$ cat src/rtl/mem_port_arbiter_if.sv
// Bundle between the CPU requesters, the arbiter and the memory macro.
// slave: arbiter view; master: requesters plus memory model.
interface mem_port_arbiter_if #(
  parameter int AW = 12,
  parameter int DW = 32
);
  logic          i_req;
  logic [AW-1:0] i_addr;
  logic          i_done;
  logic          i_err;
  logic [DW-1:0] i_rdata;

  logic          d_req;
  logic          d_we;
  logic [3:0]    d_be;
  logic [AW-1:0] d_addr;
  logic [DW-1:0] d_wdata;
  logic          d_done;
  logic          d_err;
  logic [DW-1:0] d_rdata;

  logic          mem_en;
  logic          mem_we;
  logic [3:0]    mem_be;
  logic [AW-1:0] mem_addr;
  logic [DW-1:0] mem_wdata;
  logic [DW-1:0] mem_rdata;
  logic          mem_ready;

  logic          busy;

  modport slave (
    input  i_req,
    input  i_addr,
    output i_done,
    output i_err,
    output i_rdata,
    input  d_req,
    input  d_we,
    input  d_be,
    input  d_addr,
    input  d_wdata,
    output d_done,
    output d_err,
    output d_rdata,
    output mem_en,
    output mem_we,
    output mem_be,
    output mem_addr,
    output mem_wdata,
    input  mem_rdata,
    input  mem_ready,
    output busy
  );

  modport master (
    output i_req,
    output i_addr,
    input  i_done,
    input  i_err,
    input  i_rdata,
    output d_req,
    output d_we,
    output d_be,
    output d_addr,
    output d_wdata,
    input  d_done,
    input  d_err,
    input  d_rdata,
    input  mem_en,
    input  mem_we,
    input  mem_be,
    input  mem_addr,
    input  mem_wdata,
    output mem_rdata,
    output mem_ready,
    input  busy
  );
endinterface

$ cat src/rtl/mem_port_arbiter.sv
// Round-robin arbiter sharing one memory between fetch and load/store.
// Fully registered outputs; hung accesses abort after TIMEOUT cycles.
module mem_port_arbiter #(
  parameter int AW      = 12,
  parameter int DW      = 32,
  parameter int TIMEOUT = 15
) (
  input  logic              CLK,
  input  logic              RSTn,
  mem_port_arbiter_if.slave bus
);

  typedef enum logic [1:0] {
    IDLE = 2'd0,
    ACC  = 2'd1,
    RESP = 2'd2
  } state_t;

  localparam logic [7:0] CNT_LAST = 8'(TIMEOUT - 1);

  state_t        state_q, state_d;
  logic          owner_q, owner_d;
  logic          last_q, last_d;
  logic [7:0]    cnt_q, cnt_d;

  logic          i_done_q, i_done_d;
  logic          i_err_q, i_err_d;
  logic [DW-1:0] i_rdata_q, i_rdata_d;
  logic          d_done_q, d_done_d;
  logic          d_err_q, d_err_d;
  logic [DW-1:0] d_rdata_q, d_rdata_d;
  logic          mem_en_q, mem_en_d;
  logic          mem_we_q, mem_we_d;
  logic [3:0]    mem_be_q, mem_be_d;
  logic [AW-1:0] mem_addr_q, mem_addr_d;
  logic [DW-1:0] mem_wdata_q, mem_wdata_d;
  logic          busy_q, busy_d;

  logic          req_any;
  logic          pick;
  logic          acc_ok;
  logic          acc_tmo;
  logic          acc_end;
  logic [DW-1:0] cap_rdata;

  // Pick the requester to grant; a tie goes to whoever was not served last.
  always_comb begin
    req_any = 1'b0;
    pick    = 1'b0;
    unique case (1'b1)
      bus.i_req & bus.d_req: begin
        req_any = 1'b1;
        pick    = ~last_q;
      end
      bus.i_req & ~bus.d_req: begin
        req_any = 1'b1;
        pick    = 1'b0;
      end
      ~bus.i_req & bus.d_req: begin
        req_any = 1'b1;
        pick    = 1'b1;
      end
      default: begin
        req_any = 1'b0;
        pick    = 1'b0;
      end
    endcase
  end

  // Access termination: memory answered, or the wait budget ran out.
  always_comb begin
    acc_ok    = (state_q == ACC) & bus.mem_ready;
    acc_tmo   = (state_q == ACC) & ~bus.mem_ready
              & (cnt_q == CNT_LAST);
    acc_end   = acc_ok | acc_tmo;
    cap_rdata = (acc_ok & ~mem_we_q) ? bus.mem_rdata : '0;
  end

  // State and arbitration registers.
  always_ff @(posedge CLK) begin
    if (!RSTn) begin
      state_q <= IDLE;
      owner_q <= 1'b0;
      last_q  <= 1'b0;
      cnt_q   <= '0;
    end else begin
      state_q <= state_d;
      owner_q <= owner_d;
      last_q  <= last_d;
      cnt_q   <= cnt_d;
    end
  end

  // Next state: grant in IDLE, count waits in ACC, single RESP cycle.
  always_comb begin
    state_d = state_q;
    owner_d = owner_q;
    last_d  = last_q;
    cnt_d   = cnt_q;
    unique case (state_q)
      IDLE: begin
        if (req_any) begin
          state_d = ACC;
          owner_d = pick;
          last_d  = pick;
          cnt_d   = '0;
        end
      end
      ACC: begin
        if (acc_end) begin
          state_d = RESP;
        end else begin
          cnt_d = cnt_q + 8'd1;
        end
      end
      RESP: begin
        state_d = IDLE;
      end
      default: begin
        state_d = IDLE;
      end
    endcase
  end

  // Registered outputs: latch the bus at grant, report at access end.
  always_comb begin
    i_done_d    = 1'b0;
    i_err_d     = 1'b0;
    i_rdata_d   = i_rdata_q;
    d_done_d    = 1'b0;
    d_err_d     = 1'b0;
    d_rdata_d   = d_rdata_q;
    mem_en_d    = mem_en_q;
    mem_we_d    = mem_we_q;
    mem_be_d    = mem_be_q;
    mem_addr_d  = mem_addr_q;
    mem_wdata_d = mem_wdata_q;
    busy_d      = (state_d != IDLE);
    if ((state_q == IDLE) && req_any) begin
      mem_en_d = 1'b1;
      if (pick) begin
        mem_we_d    = bus.d_we;
        mem_be_d    = bus.d_be;
        mem_addr_d  = bus.d_addr;
        mem_wdata_d = bus.d_wdata;
      end else begin
        mem_we_d    = 1'b0;
        mem_be_d    = 4'b1111;
        mem_addr_d  = bus.i_addr;
        mem_wdata_d = '0;
      end
    end
    if (acc_end) begin
      mem_en_d = 1'b0;
      if (owner_q) begin
        d_done_d  = 1'b1;
        d_err_d   = acc_tmo;
        d_rdata_d = cap_rdata;
      end else begin
        i_done_d  = 1'b1;
        i_err_d   = acc_tmo;
        i_rdata_d = cap_rdata;
      end
    end
  end

  // Output register bank.
  always_ff @(posedge CLK) begin
    if (!RSTn) begin
      i_done_q    <= 1'b0;
      i_err_q     <= 1'b0;
      i_rdata_q   <= '0;
      d_done_q    <= 1'b0;
      d_err_q     <= 1'b0;
      d_rdata_q   <= '0;
      mem_en_q    <= 1'b0;
      mem_we_q    <= 1'b0;
      mem_be_q    <= '0;
      mem_addr_q  <= '0;
      mem_wdata_q <= '0;
      busy_q      <= 1'b0;
    end else begin
      i_done_q    <= i_done_d;
      i_err_q     <= i_err_d;
      i_rdata_q   <= i_rdata_d;
      d_done_q    <= d_done_d;
      d_err_q     <= d_err_d;
      d_rdata_q   <= d_rdata_d;
      mem_en_q    <= mem_en_d;
      mem_we_q    <= mem_we_d;
      mem_be_q    <= mem_be_d;
      mem_addr_q  <= mem_addr_d;
      mem_wdata_q <= mem_wdata_d;
      busy_q      <= busy_d;
    end
  end

  assign bus.i_done    = i_done_q;
  assign bus.i_err     = i_err_q;
  assign bus.i_rdata   = i_rdata_q;
  assign bus.d_done    = d_done_q;
  assign bus.d_err     = d_err_q;
  assign bus.d_rdata   = d_rdata_q;
  assign bus.mem_en    = mem_en_q;
  assign bus.mem_we    = mem_we_q;
  assign bus.mem_be    = mem_be_q;
  assign bus.mem_addr  = mem_addr_q;
  assign bus.mem_wdata = mem_wdata_q;
  assign bus.busy      = busy_q;

endmodule

$ cat src/flat_wrapper.sv
// flat-port wrapper written by rule: the top's interface ports become plain ports
module mem_port_arbiter_flat 
#(
  parameter int AW      = 12,
  parameter int DW      = 32,
  parameter int TIMEOUT = 15
)
  (CLK, RSTn, bus_i_req, bus_i_addr, bus_i_done, bus_i_err, bus_i_rdata, bus_d_req, bus_d_we, bus_d_be, bus_d_addr, bus_d_wdata, bus_d_done, bus_d_err, bus_d_rdata, bus_mem_en, bus_mem_we, bus_mem_be, bus_mem_addr, bus_mem_wdata, bus_mem_rdata, bus_mem_ready, bus_busy);
  mem_port_arbiter_if #(.AW(AW), .DW(DW)) bus_i ();
  input  logic CLK;
  input  logic RSTn;
  input wire logic [$bits(bus_i.i_req)-1:0] bus_i_req;
  input wire logic [$bits(bus_i.i_addr)-1:0] bus_i_addr;
  output wire logic [$bits(bus_i.i_done)-1:0] bus_i_done;
  output wire logic [$bits(bus_i.i_err)-1:0] bus_i_err;
  output wire logic [$bits(bus_i.i_rdata)-1:0] bus_i_rdata;
  input wire logic [$bits(bus_i.d_req)-1:0] bus_d_req;
  input wire logic [$bits(bus_i.d_we)-1:0] bus_d_we;
  input wire logic [$bits(bus_i.d_be)-1:0] bus_d_be;
  input wire logic [$bits(bus_i.d_addr)-1:0] bus_d_addr;
  input wire logic [$bits(bus_i.d_wdata)-1:0] bus_d_wdata;
  output wire logic [$bits(bus_i.d_done)-1:0] bus_d_done;
  output wire logic [$bits(bus_i.d_err)-1:0] bus_d_err;
  output wire logic [$bits(bus_i.d_rdata)-1:0] bus_d_rdata;
  output wire logic [$bits(bus_i.mem_en)-1:0] bus_mem_en;
  output wire logic [$bits(bus_i.mem_we)-1:0] bus_mem_we;
  output wire logic [$bits(bus_i.mem_be)-1:0] bus_mem_be;
  output wire logic [$bits(bus_i.mem_addr)-1:0] bus_mem_addr;
  output wire logic [$bits(bus_i.mem_wdata)-1:0] bus_mem_wdata;
  input wire logic [$bits(bus_i.mem_rdata)-1:0] bus_mem_rdata;
  input wire logic [$bits(bus_i.mem_ready)-1:0] bus_mem_ready;
  output wire logic [$bits(bus_i.busy)-1:0] bus_busy;
  assign bus_i.i_req = bus_i_req;
  assign bus_i.i_addr = bus_i_addr;
  assign bus_i_done = bus_i.i_done;
  assign bus_i_err = bus_i.i_err;
  assign bus_i_rdata = bus_i.i_rdata;
  assign bus_i.d_req = bus_d_req;
  assign bus_i.d_we = bus_d_we;
  assign bus_i.d_be = bus_d_be;
  assign bus_i.d_addr = bus_d_addr;
  assign bus_i.d_wdata = bus_d_wdata;
  assign bus_d_done = bus_i.d_done;
  assign bus_d_err = bus_i.d_err;
  assign bus_d_rdata = bus_i.d_rdata;
  assign bus_mem_en = bus_i.mem_en;
  assign bus_mem_we = bus_i.mem_we;
  assign bus_mem_be = bus_i.mem_be;
  assign bus_mem_addr = bus_i.mem_addr;
  assign bus_mem_wdata = bus_i.mem_wdata;
  assign bus_i.mem_rdata = bus_mem_rdata;
  assign bus_i.mem_ready = bus_mem_ready;
  assign bus_busy = bus_i.busy;
  mem_port_arbiter #(.AW(AW), .DW(DW), .TIMEOUT(TIMEOUT)) u_core (.CLK(CLK), .RSTn(RSTn), .bus(bus_i));
endmodule
$ cat config.mk
export PLATFORM = sky130hd
export DESIGN_NAME = mem_port_arbiter_flat
export DESIGN_NICKNAME = d
export VERILOG_FILES = /design/src/rtl/mem_port_arbiter_if.sv /design/src/rtl/mem_port_arbiter.sv /design/src/flat_wrapper.sv
export SDC_FILE = /design/constraint.sdc
export NUM_CORES = 1
export LEC_CHECK = 0
export CAP_MARGIN = 25
export CORE_ASPECT_RATIO = 1.1
export CORE_UTILIZATION = 38
export CTS_CLUSTER_DIAMETER = 200
export DETAILED_ROUTE_END_ITERATION = 10
export PLACE_DENSITY = 0.76
export REMOVE_ABC_BUFFERS = 1
export SETUP_SLACK_MARGIN = 0.05
export SLEW_MARGIN = 20
export SYNTH_ARGS = -nofsm -noshare
export SYNTH_HDL_FRONTEND = slang
export SYNTH_SLANG_ARGS = --single-unit
$ cat constraint.sdc
create_clock -name CLK -period 1.6 [get_ports CLK]
set_input_delay 0.16 -clock CLK [delete_from_list [all_inputs] [get_ports CLK]]
set_output_delay 0.16 -clock CLK [all_outputs]
set_load 0.005 [all_outputs]
==> flow_metrics.tcl, run 1 <==
set metrics [dict create \
    setup_viol 0 \
    setup_ws_ps 5.78 \
    yosys-top-cells-area "dfxtp_1 53%, nand3_1 7.1%, a21oi_1 6.9%" \
    drive_gt1_share_pct 13.9 \
    netlist-cell-type-count 46 \
    power.density_nw_per_um2 1110 \
    clockBufferDepth 2 \
    path_clk_slew_ps 60 \
    path_max_fanout 8 \
    routed_wl_mm 15.9 \
    crit_family "buffers and inverters" \
    max_freq_mhz 627 \
    clock-sinks 130 \
    report.final.slew_viol_count 0 \
    diodes 0 \
    grt_usage_pct 22.6 \
    synthAdderAreaFrac_pct 0.507 \
    dieArea_um2 13500 \
    hp-class "in -> reg" \
    power.total_mw 9.25 \
    drtAntennaViolNets 0 \
    cts-root-buf "clkbuf_16" \
    synth_edf_count 0 \
    timing.rr.start "u_core.cnt_q[7]$_SDFFE_PN0P_" \
    vias 5227 \
    grt_max_degree 45 \
    synthSimpleGateAreaFrac_pct 14.9 \
    worstHoldStart "bus_mem_rdata[28]" \
    synthFlopType "dfxtp_1" \
    worstHoldEndpoint "u_core.bus.d_rdata[28]$_SDFFE_PN0P_" \
    synth.area.mux_share_pct 2.43 \
    vias_per_cell 5.53 \
    yosysTopAreaCell "dfxtp_1" \
    cts_tree "yes" \
    crit_path_end_kind "register" \
    drc 0 \
    slowest_stage "dfxtp_2" \
    row_count 43 \
    crit_path_cell_trace "nor4_4 -> buf_4 -> a31oi_4 -> buf_12 -> clkbuf_16 -> o21ai_2 -> a21oi_1" \
    first_global_vias 5083 \
    grt_setup_unrepaired "yes" \
    io_buffers 216 \
    worstHoldPathCells 3 \
    fp.dieH_um 122 \
    nFillCells 1008 \
    timing.hold.ws_ps 343 \
    first_pass_iters 5 \
    r2r_cells 7 \
    synth-seq-area-share_pct 52.7 \
    synth_compound_area_share_pct 24.5 \
    leakagePower_nw 3.01 \
    detail_route.wl_per_cell_um 16.8 \
    cp-start-kind "register" \
    hold_viol_final 0 \
    syn_area_um2 4940 \
    place_congestion 0.889 \
    seqCellArea_um2 2610 \
    fin_crit_ps 1590 \
    fin_crit_sh_pct 99.6 \
    fp.coreArea_um2 12600 \
    async_flop_share_pct 0 \
    final_nets 876 \
    maxSlewHeadroom_pct 69.1 \
    numCtsBuffers 17 \
    critPathBufInv 3 \
    h-tree-depth 4 \
    drtIter0Drc 477 \
    outcome "complete, no violations" \
    layout_commonest_cell "clkdlybuf4s50_1" \
    postSynthCellCount 557 \
    skew_ps 14.7 \
    grt_overflow 0 \
    syn_area_per_cell_um2 8.87 \
    cp_slowest_stage_delay_ps 350 \
    crit_type "reg -> reg" \
    ys_warn_count 0 \
    peakVddDrop_uv 983 \
    preCtsSetupSlack_ps -31.5 \
    dp.final_hpwl_mm 10.5 \
    r2r-end "u_core.bus.d_rdata[19]$_SDFFE_PN0P_" \
    synth_xor_xnor_area_share_pct 0 \
    maxCapViolCount 0 \
    crit_arrival_ps 1870 \
    reg2reg_slack_ps 6 \
    grt_pass1_wl_mm 24.4 \
    worst_slew_pin_slew_ps 463 \
    synth_top_family_by_area "compound AO/OA/AOI/OAI gates" \
    clk_latency_ps 420 \
    synth_seq_cells 130 \
    synth.top_cell.area_share_pct 52.7 \
    antenna_found_initial 0 \
    die_w_um 111 \
    start_util_pct 39.1 \
    cp.required_ps 1880 \
    layout_common_cells "216 x clkdlybuf4s50_1, 127 x dfxtp_1, 70 x nand3_1, 68 x a21oi_1, 50 x nor2_1" \
    syn_to_final_growth_pct 68.5 \
    multi_input_area_um2 2230 \
    final_cell_area_um2 8320 \
    place_area_um2 7440 \
    io_pins 217 \
]
-- cells in the mapped netlist (2+ instances only) --
master      n
o221a_2     4
mux2i_1    12
a31oi_1     2
o21ai_0    55
nand3_1    70
inv_1       2
nand2_1     8
o21ai_1    12
ha_1        2
clkbuf_1   37
a22oi_1    33
nor3_1      5
nor2b_1     2
nand4_1     2
nand2b_1    2
a21oi_1    68
dfxtp_1   130
o211ai_1    3
and2_1      3
buf_2      13
a211oi_1   12
nor2_1     52
a21o_1      3
nor4b_1     2
and3_1      2
-- stage by stage --
step / instances / utilization (%) / setup TNS [ps]
after floorplan: 503 / - / -124310
after global placement: 909 / 58.8 / 0
after detailed placement: 909 / 58.8 / -167
after CTS: 941 / 64.2 / 0
after global routing: 946 / 65.8 / -402
final: 946 / 65.8 / 0
-- timing repair --
action / in CTS / in global routing
pin swaps: 1 / 6
gates cloned: 0 / 4
buffers inserted: 0 / 1
hold buffers: 0 / 0
endpoints found under the setup margin: 14 / 71
gates resized for setup: 7 / 77
-- layout make-up --
type	instances	share of cell area (%)
flip-flops and latches	130	31.3
repair buffers	254	31.3
multi-input cells	370	26.8
clock buffers	19	5.32
clock inverters	13	2.80
well taps	157	2.36
inverters	3	0.150
-- report_power, final --
group,switching (mW),internal [mW]
Sequential,0.0969,3.40
Combinational,0.624,0.752
Clock,1.41,2.97
Total,2.13,7.12
-- per-layer routing --
layer	GRT usage [%]	up-vias	routed length, µm
met4	10.2	0	432
met1	26.0	2472	6490
met3	5.92	43	990
met2	39.7	244	8010
met5	0	-	0
li1	-	2468	-
-- worst max path at each step --
stage                                   startpoint                             endpoint  cells past startpoint
floorplan                                bus_d_req         u_core.cnt_q[4]$_SDFFE_PN0P_                      3
global placement                     bus_mem_ready         u_core.cnt_q[2]$_SDFFE_PN0P_                      5
detailed placement                   bus_mem_ready   u_core.bus.d_rdata[1]$_SDFFE_PN0P_                      6
CTS                 u_core.bus.mem_we$_SDFFE_PN0P_                           bus_mem_we                      1
global route          u_core.cnt_q[7]$_SDFFE_PN0P_         u_core.cnt_q[2]$_SDFFE_PN0P_                      6
finish                u_core.cnt_q[7]$_SDFFE_PN0P_  u_core.bus.d_rdata[19]$_SDFFE_PN0P_                      7
-- sequential cells by signal, indices dropped and copies added (netlist names), 2 cells and up --
name and count:
u_core.cnt_q 8, u_core.bus.d_rdata 32, u_core.bus.mem_wdata 32, u_core.bus.mem_be 4, u_core.bus.mem_addr 12, u_core.bus.i_rdata 32, u_core.state_q 2
-- cell families after synthesis --
group,Yosys count
DFF,130
adders and majority gates,2
buffers and inverters,57
and+or+nand+nor,154
muxes,12
AOI/OAI and AO/OA,202
-- worst reg2reg max path, stage by stage (launching register included) --
cell and delay (ps):
dfxtp_2 350, nor4_4 280, buf_4 170, a31oi_4 80, buf_12 160, clkbuf_16 170, o21ai_2 160, a21oi_1 100
No activity file was read; power rests on OpenSTA's default activity.
==> run 2, diff against run 1 <==
CTS_CLUSTER_DIAMETER = unset   (was 200)
==> results of run 2 <==
Final layout, timing and power as in run 1 (identical DEF).
